<file path="src/rtl/pic_eeprom_ctrl_if.sv">
// SFR bus from the core plus the synchronous data-EEPROM array port.
// slave = controller side, master = core/array side.
interface pic_eeprom_ctrl_if #(
    parameter int ADDR_W = 6,
    parameter int DATA_W = 8
);
    logic [1:0]        reg_sel;
    logic              reg_we;
    logic [DATA_W-1:0] reg_wdata;
    logic [DATA_W-1:0] reg_rdata;
    logic [ADDR_W-1:0] mem_addr;
    logic [DATA_W-1:0] mem_wdata;
    logic              mem_we;
    logic              mem_re;
    logic [DATA_W-1:0] mem_rdata;

    modport slave (
        input  reg_sel, reg_we, reg_wdata, mem_rdata,
        output reg_rdata, mem_addr, mem_wdata, mem_we, mem_re
    );

    modport master (
        output reg_sel, reg_we, reg_wdata, mem_rdata,
        input  reg_rdata, mem_addr, mem_wdata, mem_we, mem_re
    );
endinterface

</file>
<file path="src/rtl/pic_eeprom_ctrl.sv">
// Data-EEPROM controller: EEDATA/EEADR/EECON1/EECON2 SFRs, 0x55/0xAA unlock, timed array writes.
// Optional EE_WRITE_VERIFY_EN adds a read-back compare after each write that sets WRERR on mismatch.
module pic_eeprom_ctrl #(
    parameter int                ADDR_W       = 6,
    parameter int                DATA_W       = 8,
    parameter int                WRITE_CYCLES = 16,
    parameter logic [DATA_W-1:0] UNLOCK1      = 8'h55,
    parameter logic [DATA_W-1:0] UNLOCK2      = 8'hAA
) (
    input  logic                  i_clk,
    input  logic                  i_reset,
    pic_eeprom_ctrl_if.slave      bus,
    output logic                  o_busy,
    output logic                  o_irq
);
    localparam int CNT_W = $clog2(WRITE_CYCLES + 1);

    typedef enum logic [1:0] {LK_IDLE, LK_1, LK_ARMED} lk_t;
    typedef enum logic [1:0] {M_IDLE, M_READ, M_WRITE, M_VERIFY} m_t;

    lk_t               r_lk_state, w_lk_next;
    m_t                r_m_state, w_m_next;
    logic [CNT_W-1:0]  r_cnt;
    logic [DATA_W-1:0] r_eedata;
    logic [ADDR_W-1:0] r_eeadr;
    logic              r_rd, r_wr, r_wren, r_wrerr, r_eeif;

    logic w_busy, w_wr_eedata, w_wr_eeadr, w_wr_eecon1, w_wr_eecon2;
    logic w_wr_start, w_rd_start, w_rd_done, w_wr_done, w_verify_err;
    logic w_mem_we, w_mem_re;

    assign w_busy      = (r_m_state != M_IDLE);
    assign w_wr_eedata = bus.reg_we && (bus.reg_sel == 2'd0);
    assign w_wr_eeadr  = bus.reg_we && (bus.reg_sel == 2'd1);
    assign w_wr_eecon1 = bus.reg_we && (bus.reg_sel == 2'd2);
    assign w_wr_eecon2 = bus.reg_we && (bus.reg_sel == 2'd3);

    // WREN must already be set before the arming EECON1 write; WR takes priority over RD.
    assign w_wr_start = w_wr_eecon1 && bus.reg_wdata[1] && bus.reg_wdata[2] && r_wren
                        && (r_lk_state == LK_ARMED) && !w_busy;
    assign w_rd_start = w_wr_eecon1 && bus.reg_wdata[0] && !w_busy && !w_wr_start;
    assign w_rd_done  = (r_m_state == M_READ) && (r_cnt == CNT_W'(1));

`ifdef EE_WRITE_VERIFY_EN
    assign w_wr_done    = (r_m_state == M_VERIFY) && (r_cnt == CNT_W'(1));
    assign w_verify_err = w_wr_done && (bus.mem_rdata != r_eedata);
`else
    assign w_wr_done    = (r_m_state == M_WRITE) && (r_cnt == CNT_W'(WRITE_CYCLES));
    assign w_verify_err = 1'b0;
`endif

    // Unlock FSM
    always_ff @(posedge i_clk) begin
        if (!i_reset) r_lk_state <= LK_IDLE;
        else          r_lk_state <= w_lk_next;
    end

    always_comb begin
        w_lk_next = r_lk_state;
        if (bus.reg_we) begin
            if (r_lk_state == LK_ARMED)
                w_lk_next = LK_IDLE;
            else if (w_wr_eecon2 && bus.reg_wdata == UNLOCK1)
                w_lk_next = LK_1;
            else if (r_lk_state == LK_1 && w_wr_eecon2 && bus.reg_wdata == UNLOCK2)
                w_lk_next = LK_ARMED;
            else
                w_lk_next = LK_IDLE;
        end
    end

    // Main FSM; r_cnt restarts at 0 on every state change
    always_ff @(posedge i_clk) begin
        if (!i_reset) begin
            r_m_state <= M_IDLE;
            r_cnt     <= '0;
        end else begin
            r_m_state <= w_m_next;
            r_cnt     <= (w_m_next != r_m_state) ? '0 : r_cnt + CNT_W'(1);
        end
    end

    always_comb begin
        w_m_next = r_m_state;
        case (r_m_state)
            M_IDLE: begin
                if (w_wr_start)      w_m_next = M_WRITE;
                else if (w_rd_start) w_m_next = M_READ;
            end
            M_READ:   if (r_cnt == CNT_W'(1)) w_m_next = M_IDLE;
            M_WRITE: begin
                if (r_cnt == CNT_W'(WRITE_CYCLES)) begin
`ifdef EE_WRITE_VERIFY_EN
                    w_m_next = M_VERIFY;
`else
                    w_m_next = M_IDLE;
`endif
                end
            end
            M_VERIFY: if (r_cnt == CNT_W'(1)) w_m_next = M_IDLE;
            default:  w_m_next = M_IDLE;
        endcase
    end

    always_comb begin
        w_mem_we = (r_m_state == M_WRITE) && (r_cnt == '0);
        w_mem_re = ((r_m_state == M_READ) || (r_m_state == M_VERIFY)) && (r_cnt == '0);
    end

    // SFR state; EEADR/EEDATA frozen while busy so the array port stays stable
    always_ff @(posedge i_clk) begin
        if (!i_reset) begin
            r_eedata <= '0;
            r_eeadr  <= '0;
            r_rd     <= 1'b0;
            r_wr     <= 1'b0;
            r_wren   <= 1'b0;
            r_eeif   <= 1'b0;
            r_wrerr  <= (r_m_state == M_WRITE) || (r_m_state == M_VERIFY);
        end else begin
            if (w_rd_done)                   r_eedata <= bus.mem_rdata;
            else if (w_wr_eedata && !w_busy) r_eedata <= bus.reg_wdata;
            if (w_wr_eeadr && !w_busy)       r_eeadr  <= bus.reg_wdata[ADDR_W-1:0];

            if (w_rd_start)     r_rd <= 1'b1;
            else if (w_rd_done) r_rd <= 1'b0;
            if (w_wr_start)     r_wr <= 1'b1;
            else if (w_wr_done) r_wr <= 1'b0;

            if (w_wr_eecon1) r_wren <= bus.reg_wdata[2];

            if (w_wr_done)                             r_eeif  <= 1'b1;
            else if (w_wr_eecon1 && !bus.reg_wdata[4]) r_eeif  <= 1'b0;
            if (w_verify_err)                          r_wrerr <= 1'b1;
            else if (w_wr_eecon1 && !bus.reg_wdata[3]) r_wrerr <= 1'b0;
        end
    end

    always_comb begin
        bus.reg_rdata = '0;
        case (bus.reg_sel)
            2'd0:    bus.reg_rdata = r_eedata;
            2'd1:    bus.reg_rdata = DATA_W'(r_eeadr);
            2'd2:    bus.reg_rdata = DATA_W'({r_eeif, r_wrerr, r_wren, r_wr, r_rd});
            default: bus.reg_rdata = '0;
        endcase
    end

    assign bus.mem_addr  = r_eeadr;
    assign bus.mem_wdata = r_eedata;
    assign bus.mem_we    = w_mem_we;
    assign bus.mem_re    = w_mem_re;
    assign o_busy        = w_busy;
    assign o_irq         = r_eeif;
endmodule

</file>
<file path="src/flat_wrapper.sv">
// flat-port wrapper written by rule: the top's interface ports become plain ports
module pic_eeprom_ctrl_flat 
#(
    parameter int                ADDR_W       = 6,
    parameter int                DATA_W       = 8,
    parameter int                WRITE_CYCLES = 16,
    parameter logic [DATA_W-1:0] UNLOCK1      = 8'h55,
    parameter logic [DATA_W-1:0] UNLOCK2      = 8'hAA
)
  (i_clk, i_reset, o_busy, o_irq, bus_reg_sel, bus_reg_we, bus_reg_wdata, bus_mem_rdata, bus_reg_rdata, bus_mem_addr, bus_mem_wdata, bus_mem_we, bus_mem_re);
  pic_eeprom_ctrl_if #(.ADDR_W(ADDR_W), .DATA_W(DATA_W)) bus_i ();
  input  logic i_clk;
  input  logic i_reset;
  output logic o_busy;
  output logic o_irq;
  input wire logic [$bits(bus_i.reg_sel)-1:0] bus_reg_sel;
  input wire logic [$bits(bus_i.reg_we)-1:0] bus_reg_we;
  input wire logic [$bits(bus_i.reg_wdata)-1:0] bus_reg_wdata;
  input wire logic [$bits(bus_i.mem_rdata)-1:0] bus_mem_rdata;
  output wire logic [$bits(bus_i.reg_rdata)-1:0] bus_reg_rdata;
  output wire logic [$bits(bus_i.mem_addr)-1:0] bus_mem_addr;
  output wire logic [$bits(bus_i.mem_wdata)-1:0] bus_mem_wdata;
  output wire logic [$bits(bus_i.mem_we)-1:0] bus_mem_we;
  output wire logic [$bits(bus_i.mem_re)-1:0] bus_mem_re;
  assign bus_i.reg_sel = bus_reg_sel;
  assign bus_i.reg_we = bus_reg_we;
  assign bus_i.reg_wdata = bus_reg_wdata;
  assign bus_i.mem_rdata = bus_mem_rdata;
  assign bus_reg_rdata = bus_i.reg_rdata;
  assign bus_mem_addr = bus_i.mem_addr;
  assign bus_mem_wdata = bus_i.mem_wdata;
  assign bus_mem_we = bus_i.mem_we;
  assign bus_mem_re = bus_i.mem_re;
  pic_eeprom_ctrl #(.ADDR_W(ADDR_W), .DATA_W(DATA_W), .WRITE_CYCLES(WRITE_CYCLES), .UNLOCK1(UNLOCK1), .UNLOCK2(UNLOCK2)) u_core (.i_clk(i_clk), .i_reset(i_reset), .bus(bus_i), .o_busy(o_busy), .o_irq(o_irq));
endmodule
</file>
<file path="config.mk">
export PLATFORM = sky130hd
export DESIGN_NAME = pic_eeprom_ctrl_flat
export DESIGN_NICKNAME = d
export VERILOG_FILES = /design/src/rtl/pic_eeprom_ctrl_if.sv /design/src/rtl/pic_eeprom_ctrl.sv /design/src/flat_wrapper.sv
export SDC_FILE = /design/constraint.sdc
export NUM_CORES = 1
export LEC_CHECK = 0
export ABC_CLOCK_PERIOD_IN_PS = 1820
export BUFFER_PORTS_ARGS = -buffer_cell sky130_fd_sc_hd__buf_2
export CAP_MARGIN = 5
export CORE_ASPECT_RATIO = 0.6
export CORE_MARGIN = 4
export CORE_UTILIZATION = 34
export CTS_CLUSTER_DIAMETER = 60
export CTS_CLUSTER_SIZE = 8
export DETAILED_ROUTE_END_ITERATION = 8
export GPL_TIMING_DRIVEN = 1
export SYNTH_ARGS = -nofsm -noshare
export SYNTH_HDL_FRONTEND = slang
export SYNTH_SLANG_ARGS = --single-unit
</file>
<file path="constraint.sdc">
create_clock -name i_clk -period 1.82 [get_ports i_clk]
set_input_delay 0.182 -clock i_clk [delete_from_list [all_inputs] [get_ports i_clk]]
set_output_delay 0.182 -clock i_clk [all_outputs]
set_load 0.01 [all_outputs]
</file>
* Yosys cells after proc, flatten, opt, wreduce, memory -nomap -nowiden
Cells that the tools add are included.
Operators by class: add/sub/neg operators 1, equality and inequality tests 14, multiplexer cells 19, bitwise gates (word level) 1, reduce and logical (&&, ||, !) cells 39
Operators with widths (number):
- 8-bit case mux with 3 select lines | 1
- 1-bit logical AND | 23
- 8-bit 2-to-1 mux | 2
- 2-bit 2-to-1 mux | 7
- 2-bit equality test (second input constant) | 5
- 2-bit nonzero test | 5
- 8-bit by 7-bit equality test with 1-bit output (second input constant) | 1
- 8-bit equality test (second input constant) | 1
- 1-bit 2-to-1 mux | 8
- 2-bit by 1-bit equality test with 1-bit output (second input constant) | 3
- 2-bit case mux with 3 select lines | 1
- 5-bit by 1-bit adder with 5-bit output (second input constant) | 1
- 5-bit by 1-bit equality test with 1-bit output (second input constant) | 1
- 5-bit equality test (second input constant) | 1
- 5-bit zero test | 1
- 1-bit zero test | 4
- 2-bit zero test | 2
- 2-bit OR reduction | 2
- 1-bit logical OR | 2
- 2-bit by 1-bit != test with 1-bit output (second input constant) | 1
- 2-bit != test | 1
- 1-bit inverter | 1
Word-level totals: register bits after elaboration 28, bits of input ports 21, output and inout port bits 26

* Depth between registers and ports, before layout
Gate-level depths: netlist (run 1).
word-level depth 14, depth in mapped cells 6

* Least setup slack after synthesis (run 1)
Ideal clock, no wire load.
kind register to register, start register u_core.r_cnt[2], end register u_core.r_cnt[0], setup time 0.134 ns, data arrival time 1.341 ns, data required time 1.686 ns, slack 0.346 ns, cell stages (with the launch flop) 6, buffers on the path 2, path through dfxtp_1 -> buf_6 -> or4b_4 -> buf_6 -> o221ai_4 -> a211oi_1
On the way: cells in the longest elaborated chain, start to end 5, elaborated cells on any way between the ends 7, classes of those cells eq/ne (3); mux (3); reduce/logical (1)
RTL lines:
- start: declaration | line pic_eeprom_ctrl.sv:23 | logic [CNT_W-1:0] r_cnt;
- start signal: assignment | line pic_eeprom_ctrl.sv:79 | r_cnt <= (w_m_next != r_m_state) ? '0 : r_cnt + CNT_W'(1);
- 5-bit by 1-bit equality test with 1-bit output / 5-bit equality test (equally long branches) | line pic_eeprom_ctrl.sv:90, pic_eeprom_ctrl.sv:100, pic_eeprom_ctrl.sv:92
- 2-bit 2-to-1 mux, on equally long branches | line pic_eeprom_ctrl.sv:90, pic_eeprom_ctrl.sv:100, pic_eeprom_ctrl.sv:92
- 2-bit case mux with 3 select lines (*) | line pic_eeprom_ctrl.sv:85 | case (r_m_state)
- 2-bit != test (*) | line pic_eeprom_ctrl.sv:79
- 2-bit OR reduction (no line) (*)
Mark *: on every way between the ends. The rest lies on a longest branch, timed or not. A chain may end at the register's enable or synchronous reset.

* Worst setup path after layout (run 1)
start register u_core.r_cnt[0], end output port bus_mem_we
On the way: cells in the longest elaborated chain, start to end 2
RTL lines:
- 5-bit zero test | line pic_eeprom_ctrl.sv:106 | w_mem_we = (r_m_state == M_WRITE) && (r_cnt == '0);
- 1-bit logical AND | line pic_eeprom_ctrl.sv:106
- end: declaration | line flat_wrapper.sv:23 | output wire logic [$bits(bus_i.mem_we)-1:0] bus_mem_we;
Every way passes these cells.

==> results.txt, run 1 <==
Worst slew pin tran - 0.553 ns
Crit Path Category - reg2out
Die Span X - 98.1 um
Fmax - 611 MHz
CTS tree - done
Mapped Cells - 180
Area grow syn2layout - 20.8%
Dpl ws - 0.256 ns
Max-Cap Viols - 0
Drt drc - 0
Largest fanout on the critical path - 5
Power Density - 643 nW/um2
Worst path required time - 1.64 ns
Leakage - 0.808 nW
Warnings from Yosys - 0
Max incr delay on CP - 0.37 ns
Cts bufs inserted - 3
Worst path cell trace - inv_1 > ha_1 > nand4bb_2 > nor3_1 > buf_2
Tmin final - 1.64 ns
Die Y - 62.0 um
Slowest cell on the critical path - dfxtp_1
FFs w/ async S/R, synth - 0%
Peak supply drop - 0.224 mV
Drt wl/cell - 16.4 um
Via count - 1567
1st-iter DRT viols - 159
# hold bufs at CTS - 0
Number of global-route vias before repair - 1461
Slew Limit Fails - 0
Max_slew headroom - 63.1%
Final hold vios - 0
Total core area - 4640 um2
# rows - 19
First-pass GRT wire length - 7680 um
Critical path launch point type - flop
Final core utilization - 43.1%
Final Skew - 0.00371 ns
Wirelength, routed - 4690 um
Number of synthesized flops with an enable pin - 1
Fin worst setup slack - 0.184 ns
Cts repair resizes - 0
Crit-path leading delay family - simple AND/OR/NAND/NOR gates
Clock root cell - clkbuf_8
Synth cell types - 45
CTS sink cnt - 28
Input/output buffers - 46
Vias per inst - 5.48
TNS Setup - 0 ns
Clock slew at reported path FFs - 0.10 ns
Largest net degree at the start of global routing - 20
Final worst path period share - 89.9%
Initial antenna violation count - 0
Unrepaired setup endpoints after global routing - no
PnR Total Power - 1.29 mW
Initial Util - 35.7%
Grt ovf - 0
HP Class - in2reg
Final hold slack - 0.192 ns
Avg Cell Area, Syn - 9.20 um2
Die area - 6090 um2
Layout Nets - 248
Setup violation total in the final timing report - 0
DRT Pass-1 Iters - 4
Seq/Total Area, Yosys - 34.5%
Filler cell count - 476
Number of placed I/O pins - 47
Clk buf depth - 2
CP endpoint kind - output port
Post-synth top flop - dfxtp_1
DP HPWL - 3690 um
Post-DRT Antenna Nets - 0
Cell area after synthesis - 1660 um2
Status - finished clean
H-tree Lvls - 1
Post-Syn Nets - 204
Share of post-route cells with drive strength above 1 - 30.5%
Routability Congestion - 0.816
Post-CTS setup buffers - 0
CP arrival - 1.45 ns
Number of diodes - 0
Worst-skew pair later-pin latency - 0.28 ns
Worst Path Buf+Inv - 2
GRT Total Usage - 16.2%
Seq cells post-synth - 28
[final timing paths]
| kind | start | slack (ns) | end | cells after the start |
|---|---|---|---|---|
| max reg2reg | u_core.r_cnt[1]$_SDFF_PP0_ | 0.23 | u_core.r_cnt[0]$_SDFF_PP0_ | 5 |
| min | bus_reg_we | 0.19 | u_core.r_lk_state[0]$_SDFFE_PN0P_ | 2 |
| min reg2reg | u_core.r_rd$_SDFFE_PN0P_ | 0.48 | u_core.r_rd$_SDFFE_PN0P_ | 2 |
| max | u_core.r_cnt[0]$_SDFF_PP0_ | 0.18 | bus_mem_we | 5 |
[state kept, by name (all words and copies together) (netlist names)]
signal	cells
u_core.r_lk_state	2
u_core.r_wr	1
u_core.r_wrerr	1
u_core.bus.mem_addr	6
u_core.r_m_state	2
u_core.r_rd	1
u_core.bus.mem_wdata	8
u_core.r_cnt	5
u_core.o_irq	1
u_core.r_wren	1
[placed cells by master, fill, tap and decap left out, types with 4 or more instances in the layout]
| cell type | count |
|---|---|
| buf_2 | 46 |
| dfxtp_1 | 27 |
| o21ai_0 | 22 |
| nand3_1 | 18 |
| a21boi_0 | 9 |
| o41ai_2 | 8 |
| a31oi_1 | 8 |
| mux2i_1 | 7 |
| inv_1 | 6 |
| nand2_1 | 6 |
| a211oi_1 | 5 |
| buf_4 | 5 |
| nor2b_1 | 4 |
| nor2_1 | 4 |
| clkbuf_8 | 4 |
[final cells by class]
cell class                 count  area [um2]  area share, %
clock buffer                   4        55.1           2.75
inverter                       6        22.5           1.13
multi-input combinational    134        1000           50.3
sequential                    28         571           28.5
tap                           63        78.8           3.94
timing repair buffer          51         268           13.4
[cell usage after synthesis (4+ instances only)]
cell type,count,area (um2)
a21boi_0,9,67.6
dfxtp_1,27,541
nor2b_1,4,25.0
a211oi_1,5,37.5
o21ai_0,22,110
nand2_1,6,22.5
inv_1,6,22.5
o41ai_2,8,130
clkbuf_1,5,18.8
nand3_1,18,90.1
nor2_1,4,15.0
mux2i_1,7,70.1
a31oi_1,8,50.1
[power by group]
part | switching [mW] | internal (mW) | leakage (nW)
logic | 0.137 | 0.0915 | 0.549
clock network | 0.202 | 0.194 | 0.0288
registers | 0.0219 | 0.639 | 0.230
total | 0.361 | 0.925 | 0.808
[stage by stage]
step                      area, um2  std cells
after floorplan                1660        180
after global placement         1940        282
after detailed placement       1940        282
after CTS                      1990        286
after global routing           2000        286
final                          2000        286
[kinds of logic (layout without fill, tap and decap cells)]
group	after synthesis	count (layout)	synth area share, %
AND/OR/NAND/NOR	58	58	21.8
adder cells (fa/ha/maj)	3	3	2.27
AO/OA/AOI/OAI	63	63	30.4
multiplexers	7	7	4.23
buffers and inverters	18	61	5.22
XOR/XNOR	3	3	1.59
flip-flops	28	28	34.5
[routing by layer]
layer / vias to the layer above / GRT usage, % / part of all wire [%]
li1: 773 / - / -
met1: 733 / 25.2 / 51
met2: 56 / 22.9 / 39
met3: 5 / 3.68 / 9.6
met4: 0 / 2.37 / 0.41
met5: - / 0 / 0
Note: power is estimated with default switching activity, not from simulation.
==> run 2, diff against run 1 <==
--- a/config.mk
+++ b/config.mk
@@ -15,6 +15,7 @@
 export CTS_CLUSTER_SIZE = 8
 export DETAILED_ROUTE_END_ITERATION = 8
 export GPL_TIMING_DRIVEN = 1
+export PLACE_DENSITY = 0.61
 export SYNTH_ARGS = -nofsm -noshare
 export SYNTH_HDL_FRONTEND = slang
 export SYNTH_SLANG_ARGS = --single-unit
==> constraint.sdc (replaced) <==
create_clock -name i_clk -period 1.82 [get_ports i_clk]
set_input_delay 0.182 -clock i_clk [delete_from_list [all_inputs] [get_ports i_clk]]
set_output_delay 0.182 -clock i_clk [all_outputs]
set_load 0.02 [all_outputs]
==> run 2 against run 1 <==
Compared with the run above: fmax shrank 1.3%; register-to-register slack lost 0.04 ns; sequential power is essentially flat; die area is the same; cell count shrank 0.35%; hold slack lost 0.0094 ns; non-clock buffer count shrank 1; via count grew 1.5%; final area grew 0.50%.
==> results.txt, run 2 (synthesized netlist as in run 1, its figures left out) <==
DP HPWL - 3720 um (+0.93%)
Max reg flops - 8 (unchanged)
Setup violation total in the final timing report - 0 (unchanged)
Commonest non-fill, non-tap cell in the layout - buf_2
Number of global-route vias before repair - 1446 (-1.0%)
H-tree Lvls - 1 (unchanged)
Die Span X - 98.1 um (unchanged)
Post-Layout Cell Count - 285 (-0.35%)
Die area - 6090 um2 (unchanged)
Slew Limit Fails - 0 (unchanged)
Drt wl/cell - 16.9 um (+3.0%)
Area grow syn2layout - 21.4%
Initial Util - 35.7% (unchanged)
GRT Total Usage - 16.4% (+0.16 points)
Number of diodes - 0 (unchanged)
Vias per inst - 5.58 (+1.8%)
# rows - 19 (unchanged)
Via count - 1590 (+1.5%)
Clock root cell - clkbuf_8
Die Y - 62.0 um (unchanged)
Peak supply drop - 0.371 mV (+66%)
DRT Pass-1 Iters - 4 (unchanged)
Layout Nets - 247 (-0.40%)
Max_slew headroom - 62.9% (-0.24 points)
Power Density - 703 nW/um2 (+9.2%)
Status - finished clean
Crit Path Category - reg2out
Worst path required time - 1.64 ns (about the same)
Post-Place Cells - 281 (-0.35%)
CTS sink cnt - 28 (unchanged)
Post-DRT Antenna Nets - 0 (unchanged)
Final hold vios - 0 (unchanged)
Worst slew pin tran - 0.556 ns (+0.00304 ns)
PnR Total Power - 1.41 mW (+9.8%)
HP Class - in2reg
Input/output buffers - 46 (unchanged)
Placed cell area - 1930 um2 (-0.39%)
TNS Setup - 0 ns (unchanged)
Share of post-route cells with drive strength above 1 - 30.6% (+0.14 points)
Worst-skew pair later-pin latency - 0.28 ns (about the same)
Wirelength, routed - 4820 um (+2.6%)
Final Skew - 0.00577 ns (+0.00206 ns)
Final worst path period share - 91.1% (+1.2 points)
CTS tree - done
Largest fanout on the critical path - 10 (+5)
CP arrival - 1.48 ns (+0.03 ns)
Final Cell Area - 2010 um2 (+0.50%)
Tmin final - 1.66 ns (+0.0220 ns)
Total core area - 4640 um2 (unchanged)
Cts bufs inserted - 3 (unchanged)
Critical path launch point type - flop
Unrepaired setup endpoints after global routing - no
Largest net degree at the start of global routing - 26 (+30%)
Drt drc - 0 (unchanged)
# hold bufs at CTS - 0 (unchanged)
Initial antenna violation count - 0 (unchanged)
Grt ovf - 0 (unchanged)
Final core utilization - 43.3% (+0.22 points)
Clk buf depth - 2 (unchanged)
Routability Congestion - 0.840 (+2.9%)
Clock slew at reported path FFs - 0.10 ns (about the same)
Number of placed I/O pins - 47 (unchanged)
Commonest cells after routing, fill and taps aside - buf_2, dfxtp_1, o21ai_0, nand3_1, a21boi_0
1st-iter DRT viols - 88 (-45%)
Max-Cap Viols - 0 (unchanged)
CP endpoint kind - output port
Filler cell count - 475 (-0.21%)
First-pass GRT wire length - 7690 um (about the same)
Fmax - 603 MHz (-1.3%)
Leakage - 0.810 nW (+0.33%)
-- run 2: final timing paths --
path / startpoint / to / slack (ns) / cells past startpoint
setup / recovery: u_core.r_m_state[1]$_SDFF_PN0_ / bus_mem_we / 0.16 / 4
hold / removal: bus_reg_we / u_core.r_lk_state[0]$_SDFFE_PN0P_ / 0.18 / 2
setup reg to reg: u_core.r_cnt[1]$_SDFF_PP0_ / u_core.r_cnt[2]$_SDFF_PP0_ / 0.19 / 5
hold reg to reg: u_core.r_rd$_SDFFE_PN0P_ / u_core.r_rd$_SDFFE_PN0P_ / 0.49 / 2
-- run 2: power breakdown --
| part | switching [mW] | total [mW] | internal [mW] | leakage [nW] |
|---|---|---|---|---|
| Combinational | 0.152 | 0.243 | 0.0905 | 0.544 |
| Sequential | 0.0216 | 0.661 | 0.639 | 0.230 |
| Clock | 0.214 | 0.508 | 0.295 | 0.0357 |
| Total | 0.387 | 1.41 | 1.02 | 0.810 |
-- run 2: metrics by stage --
stage / hold slack [ns] / worst slack [ns]
floorplan: 0.274 / 0.346
global placement: 0.474 / 0.247
detailed placement: 0.479 / 0.254
CTS: 0.174 / 0.0651
global route: 0.206 / 0.0594
finish: 0.183 / 0.162
-- run 2: cell type report --
type | count | area (um2) | share of cell area [%]
Multi-Input combinational cell | 134 | 1000 | 50.0
Sequential cell | 28 | 572 | 28.5
Timing Repair Buffer | 50 | 260 | 13.0
Tap cell | 63 | 78.8 | 3.92
Clock buffer | 3 | 41.3 | 2.05
Clock inverter | 1 | 30.0 | 1.49
Inverter | 6 | 22.5 | 1.12
-- run 2: routing by layer --
| layer | vias up | global-route usage, % | routed length [um] | part of all wire, % |
|---|---|---|---|---|
| met5 | - | 0 | 0 | 0 |
| met4 | 0 | 2.37 | 21 | 0.44 |
| met3 | 2 | 4.57 | 437 | 9.1 |
| met2 | 59 | 23.0 | 1870 | 39 |
| met1 | 757 | 25.1 | 2490 | 52 |
| li1 | 772 | - | - | - |
-- run 2: repair_timing --
action                                  CTS  global route
gates resized for setup                   0             2
buffers inserted                          0             0
endpoints found under the setup margin    0             2
-- run 2: worst max-delay path, stage by stage, from the launching register on --
cell	delay (ns)
dfxtp_2	0.41
buf_4	0.22
nand4bb_2	0.20
nor3_1	0.18
buf_2	0.19
==> run 3, diff against run 2 <==
--- a/config.mk
+++ b/config.mk
@@ -16,6 +16,7 @@
 export DETAILED_ROUTE_END_ITERATION = 8
 export GPL_TIMING_DRIVEN = 1
 export PLACE_DENSITY = 0.61
+export SETUP_SLACK_MARGIN = 0.5
 export SYNTH_ARGS = -nofsm -noshare
 export SYNTH_HDL_FRONTEND = slang
 export SYNTH_SLANG_ARGS = --single-unit
==> run 3 against run 2 <==
Compared with the run above: critical endpoint is now u_core.r_cnt[4]$_SDFF_PP0_; global-route usage grew 0.28 points; count of clock-buffer cells in the layout grew 1; setup slack gained 0.14 ns; final area grew 11%; clock power shrank 22%; non-clock buffer count grew 10; register-to-register slack gained 0.11 ns; critical path depth shrank 1; largest cell class unchanged.
==> results.txt, run 3 (synthesized netlist as in run 1, its figures left out) <==
Status - finished clean
Fin worst setup slack - 0.302 ns (+0.141 ns)
Critical path launch point type - flop
Crit Path Category - reg2reg
Final hold vios - 0 (unchanged)
GRT met1 Usage - 24.3% (-0.77 points)
Worst path depth - 3 (-1)
Final core utilization - 48.2% (+4.8 points)
Clock root cell - clkbuf_8
Leakage - 0.883 nW (+8.9%)
Layout Nets - 258 (+4.5%)
Worst slew pin tran - 0.560 ns (+0.00438 ns)
DRT Pass-1 Iters - 4 (unchanged)
Max reg flops - 8 (unchanged)
Placed cell area - 1920 um2 (-0.39%)
Max-Cap Viols - 0 (unchanged)
Final worst path period share - 83.4% (-7.7 points)
H-tree Lvls - 1 (unchanged)
Worst setup path end - u_core.r_cnt[4]$_SDFF_PP0_
Final Cell Area - 2230 um2 (+11%)
Commonest cells after routing, fill and taps aside - buf_2, o21ai_0, nand3_1, dfxtp_1, buf_4
Worst r2r dst - u_core.r_cnt[4]$_SDFF_PP0_
1st-iter DRT viols - 91 (+3.4%)
Initial Util - 35.7% (unchanged)
Number of placed I/O pins - 47 (unchanged)
Power Density - 608 nW/um2 (-13%)
Tmin final - 1.52 ns (-0.141 ns)
TNS Setup - 0 ns (unchanged)
Slowest cell on the critical path - or4b_4
Total core area - 4640 um2 (unchanged)
Post-Place Cells - 280 (-0.36%)
Logic pwr share - 22.6% (+5.4 points)
HP Class - in2reg
Drt wl/cell - 18.0 um (+6.6%)
Commonest non-fill, non-tap cell in the layout - buf_2
R2R Setup Slk - 0.30 ns (+0.11 ns)
Crit-path leading delay family - simple AND/OR/NAND/NOR gates
Number of global-route vias before repair - 1504 (+4.0%)
Clock share of power - 29.0% (-7.0 points)
DP HPWL - 3640 um (-2.3%)
Area grow syn2layout - 34.9%
Flop pwr share - 48.4% (+1.6 points)
# hold bufs at CTS - 0 (unchanged)
Global Route met3 Usage - 6.24% (+1.7 points)
Dpl ws - 0.275 ns (+0.0210 ns)
Sw Ratio - 29.6% (+2.1 points)
Via count - 1681 (+5.7%)
Post-Layout Cell Count - 296 (+3.9%)
Initial antenna violation count - 0 (unchanged)
Fmax - 659 MHz (+9.3%)
Routability Congestion - 0.834 (-0.80%)
CTS tree - done
Critical Path Start - u_core.r_cnt[3]$_SDFF_PP0_
Die Span X - 98.1 um (unchanged)
Cts bufs inserted - 3 (unchanged)
Largest net degree at the start of global routing - 26 (unchanged)
Internal power - 0.957 mW (-6.6%)
Drt drc - 0 (unchanged)
# rows - 19 (unchanged)
Vias per inst - 5.68 (+1.8%)
Clk buf depth - 2 (unchanged)
Worst path required time - 1.96 ns (+0.32 ns)
Setup violation total in the final timing report - 0 (unchanged)
Input/output buffers - 46 (unchanged)
Sw power - 0.402 mW (+3.7%)
First-pass GRT wire length - 7820 um (+1.7%)
Die Y - 62.0 um (unchanged)
Die area - 6090 um2 (unchanged)
Unrepaired setup endpoints after global routing - yes
Share of post-route cells with drive strength above 1 - 43.3% (+13 points)
Worst path cell trace - or4b_4 > o221ai_4 > a211oi_1
Max_slew headroom - 62.7% (-0.22 points)
GRT Total Usage - 16.7% (+0.28 points)
Post-DRT Antenna Nets - 0 (unchanged)
Slew Limit Fails - 0 (unchanged)
CP arrival - 1.66 ns (+0.18 ns)
PnR Total Power - 1.36 mW (-3.8%)
Number of diodes - 0 (unchanged)
CTS sink cnt - 28 (unchanged)
Clock slew at reported path FFs - 0.10 ns (about the same)
Met2 Usage GRT - 22.8% (-0.19 points)
Busiest metal layer after global routing - met1
Peak supply drop - 0.271 mV (-27%)
Worst-skew pair later-pin latency - 0.27 ns (about the same)
Worst Path Buf+Inv - 0 (-2)
Final Skew - 0.00257 ns (-0.00320 ns)
Grt ovf - 0 (unchanged)
Reg2reg start - u_core.r_cnt[3]$_SDFF_PP0_
Wirelength, routed - 5330 um (+11%)
Worst R2R Path Depth - 3 (-2)
Final hold slack - 0.187 ns (+0.00434 ns)
Largest fanout on the critical path - 6 (-4)
Max incr delay on CP - 0.63 ns (+0.22 ns)
CP endpoint kind - flop
run 3: changes by cell type in the layout (fill, tap and decap cells not counted), sizes merged:
cell,change
buf,+10
inv,-1
clkinvlp,+1
clkbuf,+1
bufinv,-1
or4b,+1
run 3: what timing repair did:
action	4_1_cts	5_1_grt
setup buffers	8	3
gates resized for setup	26	18
pin swaps	5	1
gates cloned	1	0
setup endpoints to repair	30	30
run 3: layout make-up:
| cell class | instances | area, um2 |
|---|---|---|
| Inverter | 6 | 26.3 |
| Tap cell | 63 | 78.8 |
| Sequential cell | 28 | 598 |
| Multi-Input combinational cell | 135 | 1120 |
| Clock buffer | 4 | 55.1 |
| Fill cell | 461 | 2400 |
| Timing Repair Buffer | 60 | 359 |
run 3: how the worst min path moves through the flow:
stage | startpoint | to | slack (ns) | cells after the start
final | bus_reg_we | u_core.r_lk_state[0]$_SDFFE_PN0P_ | 0.19 | 2
after global routing | bus_reg_we | u_core.r_lk_state[0]$_SDFFE_PN0P_ | 0.19 | 2
after CTS | bus_reg_we | u_core.r_lk_state[0]$_SDFFE_PN0P_ | 0.18 | 2
after detailed placement | u_core.r_rd$_SDFFE_PN0P_ | u_core.r_rd$_SDFFE_PN0P_ | 0.48 | 2
after global placement | u_core.r_rd$_SDFFE_PN0P_ | u_core.r_rd$_SDFFE_PN0P_ | 0.47 | 2
after floorplan | bus_reg_we | u_core.r_lk_state[0]$_SDFFE_PN0P_ | 0.27 | 1
run 3: power groups by stage:
stage / Clock, mW / Sequential, mW / Combinational, mW
3_5_place_dp: 0 / 0.674 / 0.239
5_1_grt: 0.421 / 0.660 / 0.330
6_report: 0.394 / 0.657 / 0.307
4_1_cts: 0.395 / 0.659 / 0.287
2_1_floorplan: 0 / 0.683 / 0.146
3_3_place_gp: 0 / 0.674 / 0.239
run 3: routing by layer:
metal,vias to the layer above,part of all wire (%)
met5,-,0
met4,0,0.79
met3,6,8.8
met2,66,40
met1,813,51
li1,796,-
